File: config.mk
export PLATFORM = sky130hd
export DESIGN_NAME = xorexpand_serializer
export DESIGN_NICKNAME = d
export VERILOG_FILES = /design/src/rtl/xorexpand_serializer.sv
export SDC_FILE = /design/constraint.sdc
export NUM_CORES = 1
export LEC_CHECK = 0
export ABC_CLOCK_PERIOD_IN_PS = 2700
export BUFFER_PORTS_ARGS = -buffer_cell sky130_fd_sc_hd__buf_2
export CORE_ASPECT_RATIO = 0.75
export CORE_MARGIN = 1
export CORE_UTILIZATION = 61
export DETAILED_ROUTE_END_ITERATION = 6
export PLACE_DENSITY_LB_ADDON = 0.05
export SETUP_SLACK_MARGIN = 0.1
export SYNTH_ARGS = -nofsm -noshare
export SYNTH_HDL_FRONTEND = slang
export SYNTH_SLANG_ARGS = --single-unit
File: constraint.sdc
create_clock -name clk -period 2.7 [get_ports clk]
set_input_delay 0.135 -clock clk [delete_from_list [all_inputs] [get_ports clk]]
set_output_delay 0.135 -clock clk [all_outputs]
set_load 0.01 [all_outputs]
File: src/rtl/xorexpand_serializer.sv
// rtl/xorexpand_serializer.sv - captures one expanded mask vector and streams it out LSB-first as OUT_W-bit words
//
// Ports:
//   clk, rst_n            clock (rising edge), asynchronous active-low reset
//   in_valid/in_ready     input handshake for in_data (PW bits, bit k = k-th expander output)
//   abort                 synchronous drop of the current vector, back to IDLE
//   out_valid/out_ready   output handshake for out_data (OUT_W bits)
//   out_last              current word is the final word of the vector
//   busy                  high while a vector is being sent
module xorexpand_serializer #(
    parameter  int RNDSIZE = 16,
    parameter  int OUT_W   = 8,
    localparam int PW      = RNDSIZE * (RNDSIZE - 1) / 2,
    localparam int NWORDS  = (PW + OUT_W - 1) / OUT_W
) (
    input  logic             clk,
    input  logic             rst_n,
    input  logic             in_valid,
    output logic             in_ready,
    input  logic [PW-1:0]    in_data,
    input  logic             abort,
    output logic             out_valid,
    input  logic             out_ready,
    output logic [OUT_W-1:0] out_data,
    output logic             out_last,
    output logic             busy
);

    localparam int TOTW = NWORDS * OUT_W;
    localparam int CW   = (NWORDS > 1) ? $clog2(NWORDS) : 1;

    typedef enum logic {S_IDLE, S_SEND} state_t;

    state_t          state_q, state_d;
    logic [TOTW-1:0] shreg_q, shreg_d;
    logic [CW-1:0]   cnt_q, cnt_d;

    logic out_hs;
    logic last_acc;
    logic capture;

    // The current word always sits in the low OUT_W bits of the shift
    // register; the register is cleared whenever the block goes idle so
    // out_data reads zero outside SEND.
    assign out_valid = (state_q == S_SEND);
    assign busy      = (state_q == S_SEND);
    assign out_data  = shreg_q[OUT_W-1:0];
    assign out_last  = out_valid && (cnt_q == CW'(NWORDS - 1));

    assign out_hs   = out_valid && out_ready;
    assign last_acc = out_hs && out_last;

    // Accepting the final word frees the register in the same cycle, which
    // lets a waiting vector load with no idle bubble between vectors.
    assign in_ready = (state_q == S_IDLE) || (last_acc && !abort);
    assign capture  = in_valid && in_ready && !abort;

    always_comb begin
        state_d = state_q;
        shreg_d = shreg_q;
        cnt_d   = cnt_q;
        if (abort) begin
            state_d = S_IDLE;
            shreg_d = '0;
            cnt_d   = '0;
        end else if (capture) begin
            state_d = S_SEND;
            shreg_d = TOTW'(in_data);
            cnt_d   = '0;
        end else if (last_acc) begin
            state_d = S_IDLE;
            shreg_d = '0;
            cnt_d   = '0;
        end else if (out_hs) begin
            shreg_d = shreg_q >> OUT_W;
            cnt_d   = cnt_q + CW'(1);
        end
    end

    always_ff @(posedge clk or negedge rst_n) begin
        if (!rst_n) begin
            state_q <= S_IDLE;
            shreg_q <= '0;
            cnt_q   <= '0;
        end else begin
            state_q <= state_d;
            shreg_q <= shreg_d;
            cnt_q   <= cnt_d;
        end
    end

endmodule

# After elaboration in Yosys (flattened, before gate mapping)
# Index checks and enable logic that the tools add are counted.
# op_classes
reduce_logical,10
n_mux,11
n_addsub,1
n_eq_ne,1
bitwise_logic,1
# op_table
operator,count
$mux 120,4
$mux 4,4
$logic_and 1x1->1,6
$add 4x1->4 const B,1
$eq 4x4->1 const B,1
$reduce_bool 4->1,1
$mux 1,3
$reduce_bool 3->1,1
$logic_not 1->1,1
$logic_or 1x1->1,1
$not 1->1,1
# totals
register_bits,125
output_inout_bits,12

# Longest topological paths before layout
# Gate-level depths: netlist of run 1.
# depth
depth_word,9
mapped_depth,9
mapped_depth_nobuf,6

# Worst setup path after synthesis of run 1
# No wires, ideal clock.
# synth_path
path_type,reg2reg
from,register cnt_q[0]
to,register shreg_q[11]
path_stages_with_launch,10
n_path_buf,3
setup_ps,132
setup_slack_ps,1059
arrival_time_ps,1508
synth_period_minus_slack_ps,1641
path_cell_list,dfrtp_1 inv_1 ha_1 and3_1 and3_1 clkbuf_1 buf_6 buf_6 a2bb2oi_1 o21ai_1
# synth_between
elab_chain_len,9
elab_cells_between_ends,11
classes_between,1 x eq/ne; 3 x mux; 7 x reduce/logical
# synth_rtl
element,line_no,text
start: declaration,36,"logic [CW-1:0] cnt_q, cnt_d;"
start signal: assignment,88,cnt_q <= cnt_d;
$eq 4x4->1 (*),48,assign out_last = out_valid && (cnt_q == CW'(NWORDS - 1));
$logic_and 1x1->1 (*),48,
$logic_and 1x1->1 (*),51,assign last_acc = out_hs && out_last;
$logic_and 1x1->1,55,assign in_ready = (state_q == S_IDLE) || (last_acc && !abort);
$logic_or 1x1->1,55,
$logic_and 1x1->1 (2 in a row),56,assign capture = in_valid && in_ready && !abort;
$mux 120,66,end else if (capture) begin
$mux 120,62,if (abort) begin
end signal: assignment,87,shreg_q <= shreg_d;
end: declaration,35,"logic [TOTW-1:0] shreg_q, shreg_d;"
# Every way passes the cells marked *; elsewhere a longest branch is shown, timed or not.
# A chain may end at the register's enable or synchronous reset.

# Final worst setup path of run 1
# layout_path
from,"register state_q, in the netlist busy"
to,register shreg_q[110]
# layout_between
elab_chain_len,8
elab_cells_between_ends,12
classes_between,3 x mux; 1 x bitwise; 8 x reduce/logical
# layout_rtl
element,line_no,text
start: declaration,34,"state_t state_q, state_d;"
start signal: assignment,86,state_q <= state_d;
$logic_and 1x1->1 (on tied branches),"50, 48",
$logic_and 1x1->1,51,
$logic_and 1x1->1,55,
$logic_or 1x1->1,55,
$logic_and 1x1->1 (2 in a row),56,
$mux 120,66,
$mux 120,62,
# Parallel ways exist; a longest one is shown, timed or not.

==> results.yml, run 1 <==
finish:
  fin_area_sq_mm: 0.00873
  register_area_sq_mm: 0.00313
  n_antenna_cell: 0
  syn2layout_area_growth_pct: 17.6
  multiInputGateArea_sq_mm: 0.00385
  final_util: 0.744
  num-fill-cells: 888
  drive_gt1_frac: 0.230
  final_nets: 924
yosys:
  ys_ff_latch: 125
  syn_area_sq_mm: 0.00743
  synth_edf_count: 0
  yosysTopAreaCell: "dfrtp_1"
  synth_mux_area_frac: 0.151
  ys_warn_count: 0
  postSynthCellCount: 700
  synth_top_area_frac: 0.421
  synth_flop_cell: "dfrtp_1"
  synth_cell_types: 32
  async_flop_share: 1.00
  synth_top_family_by_area: "compound AO/OA/AOI/OAI gates"
  syn_nets: 827
  ys_seq_area_frac: 0.421
  synthTopCellsByArea: "dfrtp_1, mux2i_1, a2bb2oi_1, a22oi_1, o21ai_1"
  synth-xor-area-share: 0
  synth-simple-area-share: 0.0170
  syn-mean-instance-area_sq_um: 10.6
  synthAdderAreaFrac: 0.00337
  synth_compound_area_frac: 0.343
die:
  die_x_um: 129
  die_y_um: 97.6
  core_area_sq_mm: 0.0117
  initial_core_util: 0.633
  die_area_sq_mm: 0.0126
  ios: 137
  rows: 34
min_path:
  min_from: "in_valid"
  hold_path_class: "input port to register"
worst_setup_path:
  worstSetupEndpointType: "register"
  critical-path-max-stage-delay_ps: 680
  startpoint: "busy$_DFFE_PN0P_"
  path_buf_inv: 1
  r2r-start: "busy$_DFFE_PN0P_"
  cp.required_ps: 3020
  worstPathArrival_ps: 2590
  slowest_stage: "and3b_4"
  crit_chain: "nand2_1, and3b_4, buf_4, a22oi_1, o21ai_0"
  critPathKind: "register to register"
  cp_top_family: "simple AND/OR/NAND/NOR gates"
  startpoint_type: "register"
  worstPathMaxFanout: 46
timing:
  fin_setup_tns_ps: 0
  worstMarginPinSlew_ps: 842
  finalSetupViolations: 0
  fin_crit_ps: 2270
  grt_setup_unrepaired: "no"
  drv_slew: 0
  skew_ps: 8.55
  fin_ws_ps: 427
  period_share: 0.842
  fmax_mhz: 440
  finalHoldViolCount: 0
  relSlewSlack: 0.439
clock_network:
  cts_tree: "built"
  root_buffer: "clkbuf_16"
  postCtsResizedCells: 0
  postCtsHoldBufs: 11
  clkSinkCount: 125
  clk_pin_slew_ps: 60
  cts_setup_buffers: 0
  htreeDepth: 4
  clock_path_buffers: 2
  cts_buffers: 17
  clk_latency_ps: 410
global_route:
  grtUsageTotal: 0.312
  grt_max_degree: 71
  grt_pass1_vias: 6172
  grt-ovfl-total: 0
  antenna_found_initial: 2
  grt_pass1_wl_mm: 30.8
drt:
  drc: 0
  drt_wl_total_mm: 19.2
  ant_nets: 0
  detail_route.wl_per_cell_um: 19.8
  detail_route.vias_per_cell: 6.58
  drt_first_pass_iters: 5
  routed-via-count: 6380
  drt_iter0_markers: 460
power:
  leakagePower_nw: 3.85
  p_total_w: 0.00500
  ir_drop_uv: 475
  cellPowerDensity_mw_per_mm2: 572
place:
  dp_slack_ps: 450
  port_buffers: 136
  place_area_sq_mm: 0.00804
  place_congestion: 0.785
  hpwl_mm: 11.6
outcome:
  outcome: "finished clean"
run:
  max_cap_violations: 0
final timing paths:
check	cells past startpoint	endpoint	slack (ps)
setup / recovery	5	shreg_q[110]$_DFFE_PN0P_	430
hold reg to reg	2	shreg_q[65]$_DFFE_PN0P_	540
hold / removal	3	busy$_DFFE_PN0P_	2
max in group asynchronous	3	shreg_q[49]$_DFFE_PN0P_	1630
setup reg to reg	5	shreg_q[110]$_DFFE_PN0P_	430
min in group asynchronous	2	shreg_q[3]$_DFFE_PN0P_	310
sequential cells by signal (all words and copies together) (netlist names):
register	cells
busy	1
cnt_q	4
shreg_q	120
cells in the mapped netlist, drive strengths merged (2+ instances only):
cell / count
mux2i: 112
clkbuf: 36
o2bb2ai: 8
nand2: 4
a22oi: 104
buf: 48
o21ai: 106
a2bb2oi: 104
a22o: 16
nor3: 3
nand2b: 2
ha: 2
nor2: 3
dfrtp: 125
and4: 2
a21o: 9
and3: 2
a21oi: 6
per-stage QoR:
step	std cells	hold slack [ps]
detailed placement	929	204
global placement	929	210
CTS	970	1.06
floorplan	700	-161
finish	970	2.18
global route	970	4.44
power breakdown:
| group | switching, W | internal [W] | leakage, nW |
|---|---|---|---|
| sequential | 0.0000635 | 0.00194 | 1.72 |
| clock | 0.000790 | 0.00151 | 0.295 |
| combinational | 0.000370 | 0.000327 | 1.83 |
worst min-delay path, cell delays in order:
cell and delay, ps:
buf_2 100, a21oi_1 40, nor2_1 90
layer usage:
metal / vias up / routed length, um / GRT usage
li1: 2963 / - / -
met1: 3189 / 8430 / 0.425
met2: 197 / 9380 / 0.492
met3: 27 / 1110 / 0.0710
met4: 4 / 243 / 0.105
met5: - / 23 / 0
cell usage in the layout (no fill, tap or decap):
cell             n
a21oi_1          6
inv_1            1
a22oi_1        104
nor3_4           1
a2bb2oi_1      104
mux2i_1        112
nor2_1           3
buf_2          135
nor2b_4          1
a21boi_2         1
and3_1           1
nand2_1          4
a21o_1           8
clkbuf_1         2
buf_12           4
dfrtp_4          1
bufinv_16        3
o21ai_0         26
dlygate4sd3_1   11
dfrtp_1        124
and3_4           1
buf_4           12
nor3_1           2
ha_1             2
clkbuf_8         3
nand3b_1         1
a21o_4           1
and2_1           1
o21ai_1         80
nand4b_1         1
and4_1           2
nand2b_1         2
and3b_4          1
clkinv_2         5
o2bb2ai_1        8
a22o_1          16
o211ai_1         1
clkbuf_16       17
layout make-up:
cell class | instances | area share
multi-input combinational | 490 | 0.441
sequential | 125 | 0.359
timing repair buffer | 162 | 0.109
clock buffer | 22 | 0.0543
tap | 162 | 0.0232
clock inverter | 8 | 0.0132
inverter | 1 | 0.000430
cells by family after synthesis:
| group | count (synthesis) |
|---|---|
| AOI/OAI and AO/OA | 355 |
| adders and majority gates | 2 |
| buffers and inverters | 85 |
| DFF | 125 |
| muxes | 112 |
| and+or+nand+nor | 21 |
Power figures use the tool's default switching activity.
==> run 2, diff against run 1 <==
--- a/config.mk
+++ b/config.mk
@@ -5,11 +5,11 @@
 export SDC_FILE = /design/constraint.sdc
 export NUM_CORES = 1
 export LEC_CHECK = 0
-export ABC_CLOCK_PERIOD_IN_PS = 2700
+export ABC_CLOCK_PERIOD_IN_PS = 1900
 export BUFFER_PORTS_ARGS = -buffer_cell sky130_fd_sc_hd__buf_2
 export CORE_ASPECT_RATIO = 0.75
 export CORE_MARGIN = 1
-export CORE_UTILIZATION = 61
+export CORE_UTILIZATION = 51
 export DETAILED_ROUTE_END_ITERATION = 6
 export PLACE_DENSITY_LB_ADDON = 0.05
 export SETUP_SLACK_MARGIN = 0.1
==> constraint.sdc (replaced) <==
create_clock -name clk -period 1.9 [get_ports clk]
set_input_delay 0.095 -clock clk [delete_from_list [all_inputs] [get_ports clk]]
set_output_delay 0.095 -clock clk [all_outputs]
set_load 0.01 [all_outputs]
==> run 2 against run 1 <==
- combinational power up 78%
- worst hold slack better by 3.9 ps
- count of clock-buffer cells in the layout up 5
==> results.yml, run 2 (same netlist as run 1, synthesis figures left out) <==
outcome:
  outcome: "finished clean"
timing:
  period_share: 0.921
  finalSetupViolations: 0
  finalHoldViolCount: 0
  worstMarginPinSlew_ps: 649
  grt_setup_unrepaired: "yes"
  relSlewSlack: 0.567
  drv_slew: 0
  fin_crit_ps: 1750
  skew_ps: 8.46
  fin_setup_tns_ps: 0
  fmax_mhz: 572
drt:
  ant_nets: 0
  routed-via-count: 7015
  drt_iter0_markers: 592
  detail_route.wl_per_cell_um: 19.6
  drt_first_pass_iters: 5
  drc: 0
  drt_wl_total_mm: 22.0
  detail_route.vias_per_cell: 6.23
worst_setup_path:
  cp.required_ps: 1800
  worstPathArrival_ps: 1650
  r2r-start: "cnt_q[1]$_DFFE_PN0P_"
  r2r_end: "shreg_q[27]$_DFFE_PN0P_"
  worstPathMaxFanout: 3
  r2r_slack_ps: 180
  crit_end: "in_ready"
  startpoint_type: "register"
  worstSetupEndpointType: "primary output"
  startpoint: "cnt_q[0]$_DFFE_PN0P_"
  worst-r2r-cell-count: 7
  critPathKind: "register to primary output"
finish:
  largest_register_ffs: 120
  final_util: 0.725
  drive_gt1_frac: 0.223
  num-fill-cells: 1035
  final_nets: 1045
  multiInputGateArea_sq_mm: 0.00387
  fin_area_sq_mm: 0.0101
  top_register: "shreg_q"
  final_cell_mix: "buf_2, dfrtp_1, dlygate4sd3_1"
  syn2layout_area_growth_pct: 36.4
  n_antenna_cell: 0
  final_common_cell: "buf_2"
  register_area_sq_mm: 0.00313
place:
  place_congestion: 0.818
  port_buffers: 136
  hpwl_mm: 12.5
  place_area_sq_mm: 0.00826
clock_network:
  clk_latency_ps: 420
  root_buffer: "clkbuf_16"
  htreeDepth: 4
  clock_path_buffers: 2
  cts_tree: "built"
  cts_buffers: 17
  clk_pin_slew_ps: 50
  clkSinkCount: 125
global_route:
  grt_pass1_wl_mm: 34.6
  antenna_found_initial: 0
  grtUsageTotal: 0.293
  grt_pass1_vias: 6804
  grt-ovfl-total: 0
  grt_max_degree: 64
die:
  core_area_sq_mm: 0.0140
  die_x_um: 141
  ios: 137
  initial_core_util: 0.531
  rows: 37
  die_area_sq_mm: 0.0151
  die_y_um: 107
power:
  leakagePower_nw: 4.43
  cellPowerDensity_mw_per_mm2: 712
  ir_drop_uv: 681
run:
  max_cap_violations: 0
min_path:
  hold_path_class: "input port to register"
==> run 2: critical path, cell delays in order (launching register included) <==
cell	delay (ps)
dfrtp_1	380
inv_1	60
ha_1	150
and3_4	180
buf_4	120
nand2_2	70
o21ai_1	130
buf_2	140
==> run 2: what timing repair did <==
item / in CTS / in global routing
setup buffers: 1 / 3
hold buffers: 114 / 0
pin swaps: 0 / 3
gates resized for setup: 1 / 10
setup endpoints to repair: 2 / 87
gates cloned: 0 / 5
endpoints found under the hold margin: 166 / 0
==> run 2: layout make-up <==
| type | instances | share of cell area |
|---|---|---|
| Multi-Input combinational cell | 491 | 0.382 |
| Sequential cell | 125 | 0.309 |
| Timing Repair Buffer | 282 | 0.228 |
| Clock buffer | 27 | 0.0536 |
| Tap cell | 195 | 0.0241 |
| Clock inverter | 5 | 0.00272 |
| Inverter | 1 | 0.000371 |
==> run 2: how the worst min path moves through the flow <==
stage / end / from / slack, ps / cells after the start
2_1_floorplan: busy$_DFFE_PN0P_ / rst_n / -200 / 0
3_3_place_gp: shreg_q[5]$_DFFE_PN0P_ / rst_n / 110 / 1
3_5_place_dp: shreg_q[5]$_DFFE_PN0P_ / rst_n / 100 / 1
4_1_cts: shreg_q[39]$_DFFE_PN0P_ / in_data[39] / 2 / 3
5_1_grt: shreg_q[1]$_DFFE_PN0P_ / in_data[1] / 20 / 3
6_report: shreg_q[39]$_DFFE_PN0P_ / in_data[39] / 6 / 3
==> run 2: power breakdown <==
group          total (W)  switching (W)  internal (W)
registers        0.00285      0.0000902       0.00276
logic            0.00124       0.000585      0.000655
clock network    0.00312        0.00119       0.00194
total            0.00721        0.00186       0.00535
==> run 2: metal layers <==
layer | up-vias | wire [um] | track usage
met5 | - | 0 | 0
met4 | 0 | 304 | 0.0963
met3 | 28 | 1410 | 0.0649
met2 | 257 | 10600 | 0.476
met1 | 3520 | 9680 | 0.388
li1 | 3210 | - | -
==> run 2: stage by stage <==
step / total power [W] / cells / setup WS [ps] / hold slack, ps
finish: 0.00721 / 1126 / 151 / 6.09
global route: 0.00748 / 1126 / 68.6 / 22.7
CTS: 0.00720 / 1118 / 102 / 1.99
detailed placement: 0.00391 / 971 / 114 / 104
global placement: 0.00388 / 971 / 166 / 107
floorplan: 0.00349 / 700 / 259 / -201
